`config.mk`:
```
export PLATFORM = sky130hd
export DESIGN_NAME = decode_stage_p
export DESIGN_NICKNAME = d
export VERILOG_FILES = /design/src/rtl/decode_stage_p.sv
export SDC_FILE = /design/constraint.sdc
export NUM_CORES = 2
export LEC_CHECK = 0
export BUFFER_PORTS_ARGS = -buffer_cell sky130_fd_sc_hd__buf_2
export CAP_MARGIN = 15
export CORE_MARGIN = 2
export CORE_UTILIZATION = 34
export DETAILED_ROUTE_END_ITERATION = 16
export SLEW_MARGIN = 0
export SYNTH_ARGS = -nofsm -noshare
export SYNTH_HDL_FRONTEND = slang
export SYNTH_SLANG_ARGS = --single-unit
```
`constraint.sdc`:
```
create_clock -name clk -period 3.2 [get_ports clk]
set_input_delay 0.96 -clock clk [delete_from_list [all_inputs] [get_ports clk]]
set_output_delay 0.96 -clock clk [all_outputs]
set_load 0.005 [all_outputs]
```
`src/rtl/decode_stage_p.sv`:
```
// MIPS decode stage: register file with write-first bypass, immediate/dest decode,
// load-use hazard detection and a single valid/ready output register with stall refresh.
module decode_stage_p #(
  parameter int DATA_W     = 32,
  parameter int REG_ADDR_W = 5,
  parameter int LINK_REG   = 31
) (
  input  logic                  clk,
  input  logic                  rst,
  input  logic                  in_valid,
  output logic                  in_ready,
  input  logic [31:0]           instruction,
  input  logic [DATA_W-1:0]     pc_plus4,
  input  logic                  wb_valid,
  input  logic [1:0]            wb_sel,
  input  logic [REG_ADDR_W-1:0] wb_rd,
  input  logic [DATA_W-1:0]     alu_result,
  input  logic [DATA_W-1:0]     mem_data,
  input  logic [DATA_W-1:0]     wb_link,
  output logic                  out_valid,
  input  logic                  out_ready,
  output logic [DATA_W-1:0]     rs_data,
  output logic [DATA_W-1:0]     rt_data,
  output logic [DATA_W-1:0]     imm_ext,
  output logic [REG_ADDR_W-1:0] dest,
  output logic                  is_load,
  output logic [DATA_W-1:0]     out_pc_plus4
);

  localparam int NREG = 2 ** REG_ADDR_W;

  logic [DATA_W-1:0]     regs [NREG];
  logic [DATA_W-1:0]     wb_data;
  logic                  we;
  logic [5:0]            opcode;
  logic [15:0]           imm16;
  logic [REG_ADDR_W-1:0] rs_a;
  logic [REG_ADDR_W-1:0] rt_a;
  logic [REG_ADDR_W-1:0] rd_a;
  logic [REG_ADDR_W-1:0] d_dest;
  logic [DATA_W-1:0]     d_imm;
  logic [DATA_W-1:0]     rd_rs;
  logic [DATA_W-1:0]     rd_rt;
  logic                  d_load;
  logic                  rs_used;
  logic                  rt_used;
  logic                  hazard;
  logic                  capture;
  logic [REG_ADDR_W-1:0] hold_rs;
  logic [REG_ADDR_W-1:0] hold_rt;

  always_comb begin
    case (wb_sel)
      2'b00:   wb_data = alu_result;
      2'b01:   wb_data = mem_data;
      2'b10:   wb_data = wb_link;
      default: wb_data = '0;
    endcase
  end

  // Register 0 is never written, so it keeps its reset value of zero forever.
  assign we = wb_valid && (wb_sel != 2'b11) && (wb_rd != '0);

  always_ff @(posedge clk or negedge rst) begin
    if (!rst) begin
      for (int i = 0; i < NREG; i++) regs[i] <= '0;
    end else if (we) begin
      regs[wb_rd] <= wb_data;
    end
  end

  assign opcode = instruction[31:26];
  assign imm16  = instruction[15:0];
  assign rs_a   = REG_ADDR_W'(instruction[25:21]);
  assign rt_a   = REG_ADDR_W'(instruction[20:16]);
  assign rd_a   = REG_ADDR_W'(instruction[15:11]);

  always_comb begin
    d_imm = '0;
    case (opcode)
      6'h0C, 6'h0D, 6'h0E: d_imm = DATA_W'(imm16);
      6'h0F:               d_imm = DATA_W'({imm16, 16'h0000});
      default: begin
        d_imm        = {DATA_W{imm16[15]}};
        d_imm[15:0]  = imm16;
      end
    endcase
  end

  always_comb begin
    d_dest = rt_a;
    case (opcode)
      6'h00:                      d_dest = rd_a;
      6'h03:                      d_dest = REG_ADDR_W'(LINK_REG);
      6'h02, 6'h04, 6'h05, 6'h2B: d_dest = '0;
      default:                    d_dest = rt_a;
    endcase
  end

  assign d_load  = (opcode == 6'h23);
  assign rs_used = !((opcode == 6'h02) || (opcode == 6'h03));
  assign rt_used = opcode inside {6'h00, 6'h04, 6'h05, 6'h2B};

  // Write-first reads; we excludes wb_rd==0 so register 0 is never bypassed.
  assign rd_rs = (we && (wb_rd == rs_a)) ? wb_data : regs[rs_a];
  assign rd_rt = (we && (wb_rd == rt_a)) ? wb_data : regs[rt_a];

  assign hazard = out_valid && is_load && (dest != '0) &&
                  ((rs_used && (rs_a == dest)) || (rt_used && (rt_a == dest)));

  // Handshake: a transfer happens on a rising edge where valid && ready; a producer
  // holding valid keeps its payload stable until accepted. in_ready is low in reset.
  assign in_ready = rst && (!out_valid || out_ready) && !hazard;
  assign capture  = in_valid && in_ready;

  always_ff @(posedge clk or negedge rst) begin
    if (!rst) begin
      out_valid    <= 1'b0;
      rs_data      <= '0;
      rt_data      <= '0;
      imm_ext      <= '0;
      dest         <= '0;
      is_load      <= 1'b0;
      out_pc_plus4 <= '0;
      hold_rs      <= '0;
      hold_rt      <= '0;
    end else if (capture) begin
      out_valid    <= 1'b1;
      rs_data      <= rd_rs;
      rt_data      <= rd_rt;
      imm_ext      <= d_imm;
      dest         <= d_dest;
      is_load      <= d_load;
      out_pc_plus4 <= pc_plus4;
      hold_rs      <= rs_a;
      hold_rt      <= rt_a;
    end else if (out_ready) begin
      out_valid <= 1'b0;
    end else if (out_valid) begin
      // A stalled bundle tracks writebacks to its source registers.
      if (we && (wb_rd == hold_rs)) rs_data <= wb_data;
      if (we && (wb_rd == hold_rt)) rt_data <= wb_data;
    end
  end

endmodule

```
* After elaboration in Yosys (flattened, before gate mapping)
Cells that the tools add are included.
Cells by class: $lt $le $gt $ge 4, muxes and demuxes 24, bitwise gates (word level) 3, equality and inequality tests 20, reduce and logical (&&, ||, !) cells 34
Operators by type and width (number):
- $bwmux W1024 | 1
- $mux W32 | 15
- $bmux W32 S5 | 2
- $demux W32 S5 | 1
- $pmux W32 S3 | 1
- $pmux W32 S2 | 1
- $eq A5 B5 Y1 | 6
- $eq A6 B4 Y1 const B | 4
- $ge A6 B6 Y1 const B | 3
- $not A5 Y6 | 3
- $logic_and A1 B1 Y1 | 15
- $pmux W5 S3 | 1
- $eq A6 B2 Y1 const B | 2
- $eq A6 B3 Y1 const B | 2
- $eq A6 B6 Y1 const B | 2
- $reduce_bool A5 Y1 | 2
- $reduce_bool A2 Y1 | 4
- $logic_not A6 Y1 | 1
- $lt A6 B1 Y1 const B | 1
- $reduce_and A3 Y1 | 2
- $reduce_bool A4 Y1 | 1
- $reduce_or A4 Y1 | 1
- $logic_not A1 Y1 | 3
- $logic_or A1 B1 Y1 | 3
- other kinds (7) | 8
Word-level totals: output and inout port bits 136, word-level logic and storage cells 126, bits in registers 1169, input bits 172

* Longest topological paths before layout
word-level depth 11, depth in mapped cells 10

* Worst setup path after synthesis
Ideal clock, no wire load.
path kind input port to output port, start input instruction[28], end output in_ready, buffers on the path 1, arrival time 2095 ps, cell stages on the path 5, required time 2240 ps, slack 145 ps, cell sequence or4_1 buf_2 o211ai_2 o311a_2 o21a_1
Between the ends: word-level cells in the longest chain between the ends 8
Ends and longest elaborated chain:
- start: declaration | line 12 | input logic [31:0] instruction,
- $eq A6 B2 Y1 | line 101 | assign rs_used = !((opcode == 6'h02) || (opcode == 6'h03));
- $logic_or A1 B1 Y1 | line 101
- $logic_not A1 Y1 | line 101
- $logic_and A1 B1 Y1 | line 109 | ((rs_used && (rs_a == dest)) || (rt_used && (rt_a == dest)));
- $logic_or A1 B1 Y1 (*) | line 109
- $logic_and A1 B1 Y1 (*) | line 108 | assign hazard = out_valid && is_load && (dest != '0) &&
- $logic_not A1 Y1 (*) | line 113 | assign in_ready = rst && (!out_valid || out_ready) && !hazard;
- $logic_and A1 B1 Y1 (*) | line 113
- end: declaration | line 11 | output logic in_ready,
Mark *: on every way between the ends. The rest lies on a longest branch, timed or not.

* Worst setup path after layout
start register dest[1], end output in_ready
Between the ends: word-level cells in the longest chain between the ends 6
Ends and longest elaborated chain:
- start: declaration | line 25 | output logic [REG_ADDR_W-1:0] dest,
- start signal: assignment | line 132 | dest <= d_dest;
- $eq A5 B5 Y1 | line 109
- $logic_and A1 B1 Y1 | line 109
- $logic_or A1 B1 Y1 | line 109
- $logic_and A1 B1 Y1 (*) | line 108
- $logic_not A1 Y1 (*) | line 113
- $logic_and A1 B1 Y1 (*) | line 113
Marks and branches as above.

==> report_table.html <==
<table>
<tr><th>Metric</th><th>Value</th></tr>
<tr><th colspan="2">Placed design</th></tr>
<tr><td>Placed wire-length estimate</td><td>162.7 mm</td></tr>
<tr><td>DP Worst Slack</td><td>-318.8 ps</td></tr>
<tr><td>Number of input and output port buffers inserted</td><td>307</td></tr>
<tr><td>Final weighted congestion of routability-driven global placement</td><td>between 0.9 and 1</td></tr>
<tr><td>Dpl cell area</td><td>0.06884 mm^2</td></tr>
<tr><th colspan="2">Routing</th></tr>
<tr><td>Per-cell routed wire length</td><td>between 20 and 30 um</td></tr>
<tr><td>Remaining antenna violation count after routing</td><td>0</td></tr>
<tr><td>Number of design rule violations left after detail routing</td><td>0</td></tr>
<tr><td>Length of the first detailed-routing pass in iterations</td><td>6</td></tr>
<tr><td>Via/cell ratio</td><td>5.841</td></tr>
<tr><td>Routed wl met2</td><td>about 110 mm</td></tr>
<tr><td>Total via count after detailed routing</td><td>a little over 50000</td></tr>
<tr><td>Met3 layer wire length in the routed design</td><td>around 23 mm</td></tr>
<tr><td>Starting DRC count in detailed routing</td><td>slightly above 6000</td></tr>
<tr><td>Highest metal layer with signal wires</td><td>met5</td></tr>
<tr><td>Total length of routed wires</td><td>242.7 mm</td></tr>
<tr><td>Met1 layer wirelength in the final routing</td><td>slightly below 100 mm</td></tr>
<tr><th colspan="2">Global routing</th></tr>
<tr><td>Global-route usage over all layers</td><td>a little over a quarter</td></tr>
<tr><td>Vias in the first global route</td><td>50340</td></tr>
<tr><td>Wire length of the first global-routing pass</td><td>~350 mm</td></tr>
<tr><td>Overflow left after global routing</td><td>0</td></tr>
<tr><td>Pin count of the biggest net entering global routing</td><td>between 150 and 200</td></tr>
<tr><td>Initial antenna violation count</td><td>12</td></tr>
<tr><th colspan="2">Layout</th></tr>
<tr><td>Share of layout cells above drive strength 1</td><td>20.64%</td></tr>
<tr><td>Area taken by flip-flops and latches</td><td>0.02926 mm^2</td></tr>
<tr><td>Area growth from synthesis to layout</td><td>22.57%</td></tr>
<tr><td>Most common cell after layout, fill and taps aside</td><td>sky130_fd_sc_hd__dfrtp_1</td></tr>
<tr><td>Final net count</td><td>between 6000 and 7000</td></tr>
<tr><td>Most used cells in the layout excluding fill and tap cells</td><td>1166 x sky130_fd_sc_hd__dfrtp_1, 750 x sky130_fd_sc_hd__nor2_1, 739 x sky130_fd_sc_hd__a21oi_1</td></tr>
<tr><td>Utilization after layout</td><td>around two fifths</td></tr>
<tr><td>Combined area of the multi-input logic cells</td><td>roughly 0.029 mm^2</td></tr>
<tr><td>Post-route standard cell area excluding fillers</td><td>0.07346 mm^2</td></tr>
<tr><td>Filler instances</td><td>~17000</td></tr>
<tr><th colspan="2">Setup path</th></tr>
<tr><td>Setup Crit Path Kind</td><td>reg -&gt; out</td></tr>
<tr><td>Launch point of the critical path</td><td>dest[1]</td></tr>
<tr><td>Critical path destination</td><td>in_ready</td></tr>
<tr><td>Biggest fanout along the worst timing path</td><td>2</td></tr>
<tr><td>Critical path endpoint category</td><td>output pin</td></tr>
<tr><td>Reg-to-reg endpoint</td><td>rt_data[23]</td></tr>
<tr><td>Setup slack on the worst flop-to-flop path</td><td>roughly 270 ps</td></tr>
<tr><td>Cell count of the worst reg-to-reg path</td><td>9</td></tr>
<tr><td>Arrival @ worst endpoint</td><td>between 2000 and 2500 ps</td></tr>
<tr><td>Category of the worst setup path launch point</td><td>flip-flop</td></tr>
<tr><td>Library cell contributing the largest single delay on the critical path</td><td>sky130_fd_sc_hd__or4_1</td></tr>
<tr><td>Stage delay of the slowest cell on the critical path</td><td>520 ps</td></tr>
<tr><td>CP cell instances</td><td>or4_1 -&gt; o211ai_1 -&gt; o311a_2 -&gt; o21a_1 -&gt; buf_2</td></tr>
<tr><td>Required time at the worst-slack endpoint</td><td>between 2000 and 2500 ps</td></tr>
<tr><td>R2r startpoint</td><td>dest[1]</td></tr>
<tr><th colspan="2">Power</th></tr>
<tr><td>Combinational Power Share</td><td>between 20% and 30%</td></tr>
<tr><td>Proportion of power drawn by flip-flops and latches</td><td>a little over two fifths</td></tr>
<tr><td>Sw Share</td><td>31.22%</td></tr>
<tr><td>Final Power</td><td>approximately 46000 uW</td></tr>
<tr><td>Internal power of the cells</td><td>about 32000 uW</td></tr>
<tr><td>Clk pwr share</td><td>between 30% and 40%</td></tr>
<tr><td>Leak</td><td>around 0.033 uW</td></tr>
<tr><td>Switching Power</td><td>around 14000 uW</td></tr>
<tr><td>Ratio of total power to cell area</td><td>between 600 and 700 mW/mm^2</td></tr>
<tr><td>Worst IR Drop VDD</td><td>between 500 and 600 uV</td></tr>
<tr><th colspan="2">Synth</th></tr>
<tr><td>Sequential-to-total area share from yosys stat</td><td>between 40% and 50%</td></tr>
<tr><td>Share of the synthesized netlist area taken by xor and xnor gates</td><td>less than 1%</td></tr>
<tr><td>Adder and majority cell fraction of the synthesized area</td><td>0%</td></tr>
<tr><td>Avg Inst Size Synth</td><td>approximately 10 um^2</td></tr>
<tr><td>Synth Instances</td><td>6102</td></tr>
<tr><td>FFs w/ async S/R, synth</td><td>100.0%</td></tr>
<tr><td>Simple-gate portion of the synthesized area</td><td>11.71%</td></tr>
<tr><td>Prevailing post-synth register cell</td><td>sky130_fd_sc_hd__dfrtp_1</td></tr>
<tr><td>Number of enable flip-flop cells after synthesis</td><td>0</td></tr>
<tr><td>Syn Std Cell Area</td><td>0.05993 mm^2</td></tr>
<tr><td>Proportion of synthesized area in mux cells</td><td>18.57%</td></tr>
<tr><td>Syn nets</td><td>between 6000 and 7000</td></tr>
<tr><td>Compound-Gate Fraction of Synth Area</td><td>between 15 and 20%</td></tr>
<tr><td>Post-synthesis cell type count</td><td>around 60</td></tr>
<tr><td>Yosys synthesis warning count</td><td>0</td></tr>
<tr><td>Number of flip-flops and latches in the synthesized netlist</td><td>between 1000 and 1500</td></tr>
<tr><td>Largest family of logic cells by synthesized area</td><td>multiplexers</td></tr>
<tr><th colspan="2">Timing</th></tr>
<tr><td>Max-slew violation count</td><td>0</td></tr>
<tr><td>Slew at the pin with the worst max-slew slack</td><td>1154 ps</td></tr>
<tr><td>Crit share post-route</td><td>107.0%</td></tr>
<tr><td>Final worst clock skew</td><td>a little under 30 ps</td></tr>
<tr><td>Max-slew headroom</td><td>a little under a quarter</td></tr>
<tr><td>Number of hold violations in the final report</td><td>0</td></tr>
<tr><td>Final setup fails</td><td>1</td></tr>
<tr><td>Minimum clock period after layout</td><td>~3400 ps</td></tr>
<tr><td>Final WS setup</td><td>-222.5 ps</td></tr>
<tr><td>Maximum achievable frequency</td><td>between 200 and 300 MHz</td></tr>
<tr><td>Setup TNS Final</td><td>-222.5 ps</td></tr>
<tr><td>Unrepaired setup endpoints after global routing</td><td>yes</td></tr>
<tr><th colspan="2">Status</th></tr>
<tr><td>Status</td><td>finished, violations left</td></tr>
<tr><td>Violations in the final reports</td><td>setup timing</td></tr>
<tr><th colspan="2">Floorplan</th></tr>
<tr><td>Row Count</td><td>~150</td></tr>
<tr><td>Total Die Area</td><td>approximately 0.18 mm^2</td></tr>
<tr><td>IO Count</td><td>around 300</td></tr>
<tr><td>Starting Density</td><td>34.11%</td></tr>
<tr><td>Die Span Y</td><td>roughly 420 um</td></tr>
<tr><td>Standard cell core area</td><td>0.1757 mm^2</td></tr>
<tr><td>Die extent in x</td><td>around 420 um</td></tr>
<tr><th colspan="2">Clock tree</th></tr>
<tr><td>Clock tree from TritonCTS</td><td>done</td></tr>
<tr><td>Clock transition at the registers of the reported paths</td><td>approximately 60 ps</td></tr>
<tr><td>H-tree level count</td><td>4</td></tr>
<tr><td>Number of buffers created by CTS</td><td>about 140</td></tr>
<tr><td>Longest Clk Path Bufs</td><td>3</td></tr>
<tr><td>Sinks on the clock net</td><td>1169</td></tr>
<tr><td>Cell chosen for the clock root</td><td>sky130_fd_sc_hd__clkbuf_16</td></tr>
<tr><td>Clock Latency Late Sink</td><td>800 ps</td></tr>
<tr><th colspan="2">Hold path</th></tr>
<tr><td>Worst Hold Class</td><td>in -&gt; reg</td></tr>
<tr><th colspan="2">Flow run</th></tr>
<tr><td>Max capacitance violation total</td><td>0</td></tr>
</table>
==> flip-flops by register name, summed over array words and instances (netlist names) <==
name	flops
dest	5
rs_data	32
regs	1024
imm_ext	32
out_valid	1
rt_data	32
hold_rs	5
is_load	1
out_pc_plus4	32
hold_rt	5
==> routing by layer <==
| layer | global-route usage (%) | vias up |
|---|---|---|
| li1 | - | 22490 |
| met1 | 35.17 | 26000 |
| met4 | 12.90 | 14 |
| met2 | 40.63 | 2722 |
| met3 | 6.265 | 582 |
| met5 | 0 | - |
==> logic make-up after synthesis <==
family                 Yosys count
AND/OR/NAND/NOR               1685
AO/OA/AOI/OAI                 1668
flip-flops                    1169
multiplexers                   898
buffers and inverters          652
XOR/XNOR                        30
==> power groups by stage <==
stage,clock network [uW],logic (uW),registers (uW)
floorplan,0,6420,19700
global placement,0,9630,20400
detailed placement,0,9880,20500
CTS,16200,9950,20300
global route,16900,11000,20700
finish,16100,9990,20400
==> synthesized netlist by cell type, types with 46 or more instances <==
cell,instances,share of area [%]
sky130_fd_sc_hd__clkbuf_1,484,3.0
sky130_fd_sc_hd__nand2_1,537,3.4
sky130_fd_sc_hd__mux4_2,166,6.2
sky130_fd_sc_hd__a21oi_1,771,6.4
sky130_fd_sc_hd__dfrtp_1,1169,49
sky130_fd_sc_hd__o21ai_0,346,2.9
sky130_fd_sc_hd__nor2_1,775,4.9
sky130_fd_sc_hd__o22ai_1,105,1.1
sky130_fd_sc_hd__nor3_1,46,0.38
sky130_fd_sc_hd__buf_2,118,0.99
sky130_fd_sc_hd__mux2i_1,683,11
sky130_fd_sc_hd__nand3_1,187,1.6
sky130_fd_sc_hd__mux2_2,49,0.92
sky130_fd_sc_hd__a22oi_1,280,3.5
==> critical path: cells and delay by family, from the launching register on <==
kind / cells / cell delay [ps]
compound gates: 3 / 610
buf+inv: 1 / 120
flops: 1 / 420
simple gates: 1 / 520
==> worst min path at each step <==
stage	from	endpoint	slack, ps	depth (start not counted)
after floorplan	regs[1000]	regs[1000]	450	1
after global placement	regs[997]	regs[997]	380	0
after detailed placement	regs[1004]	regs[1004]	390	0
after CTS	pc_plus4[20]	out_pc_plus4[20]	330	3
after global routing	pc_plus4[20]	out_pc_plus4[20]	350	3
final	pc_plus4[20]	out_pc_plus4[20]	370	3
==> final cells by class <==
class,instances,area share (%)
tap,2340,3.985
clock inverter,47,0.8397
sequential,1169,39.83
timing repair buffer,814,10.97
antenna,3,0.01022
inverter,19,0.09708
clock buffer,197,5.396
multi-input combinational,4281,38.88
==> per-stage QoR <==
stage	instances	hold WS (ps)
2_1_floorplan	6102	445.1
4_1_cts	8867	332.0
5_1_grt	8869	349.8
3_5_place_dp	8619	385.9
3_3_place_gp	8619	380.1
6_report	8870	366.0
==> repair_timing <==
| item | in CTS | in global routing |
|---|---|---|
| pin swaps | 2 | 1 |
| buffers inserted | 3 | 0 |
| resized for setup | 3 | 0 |
| hold endpoints to repair | 11 | 0 |
| endpoints found under the setup margin | 1 | 1 |
| hold buffers | 1 | 0 |
No activity file was read; power rests on OpenSTA's default activity.
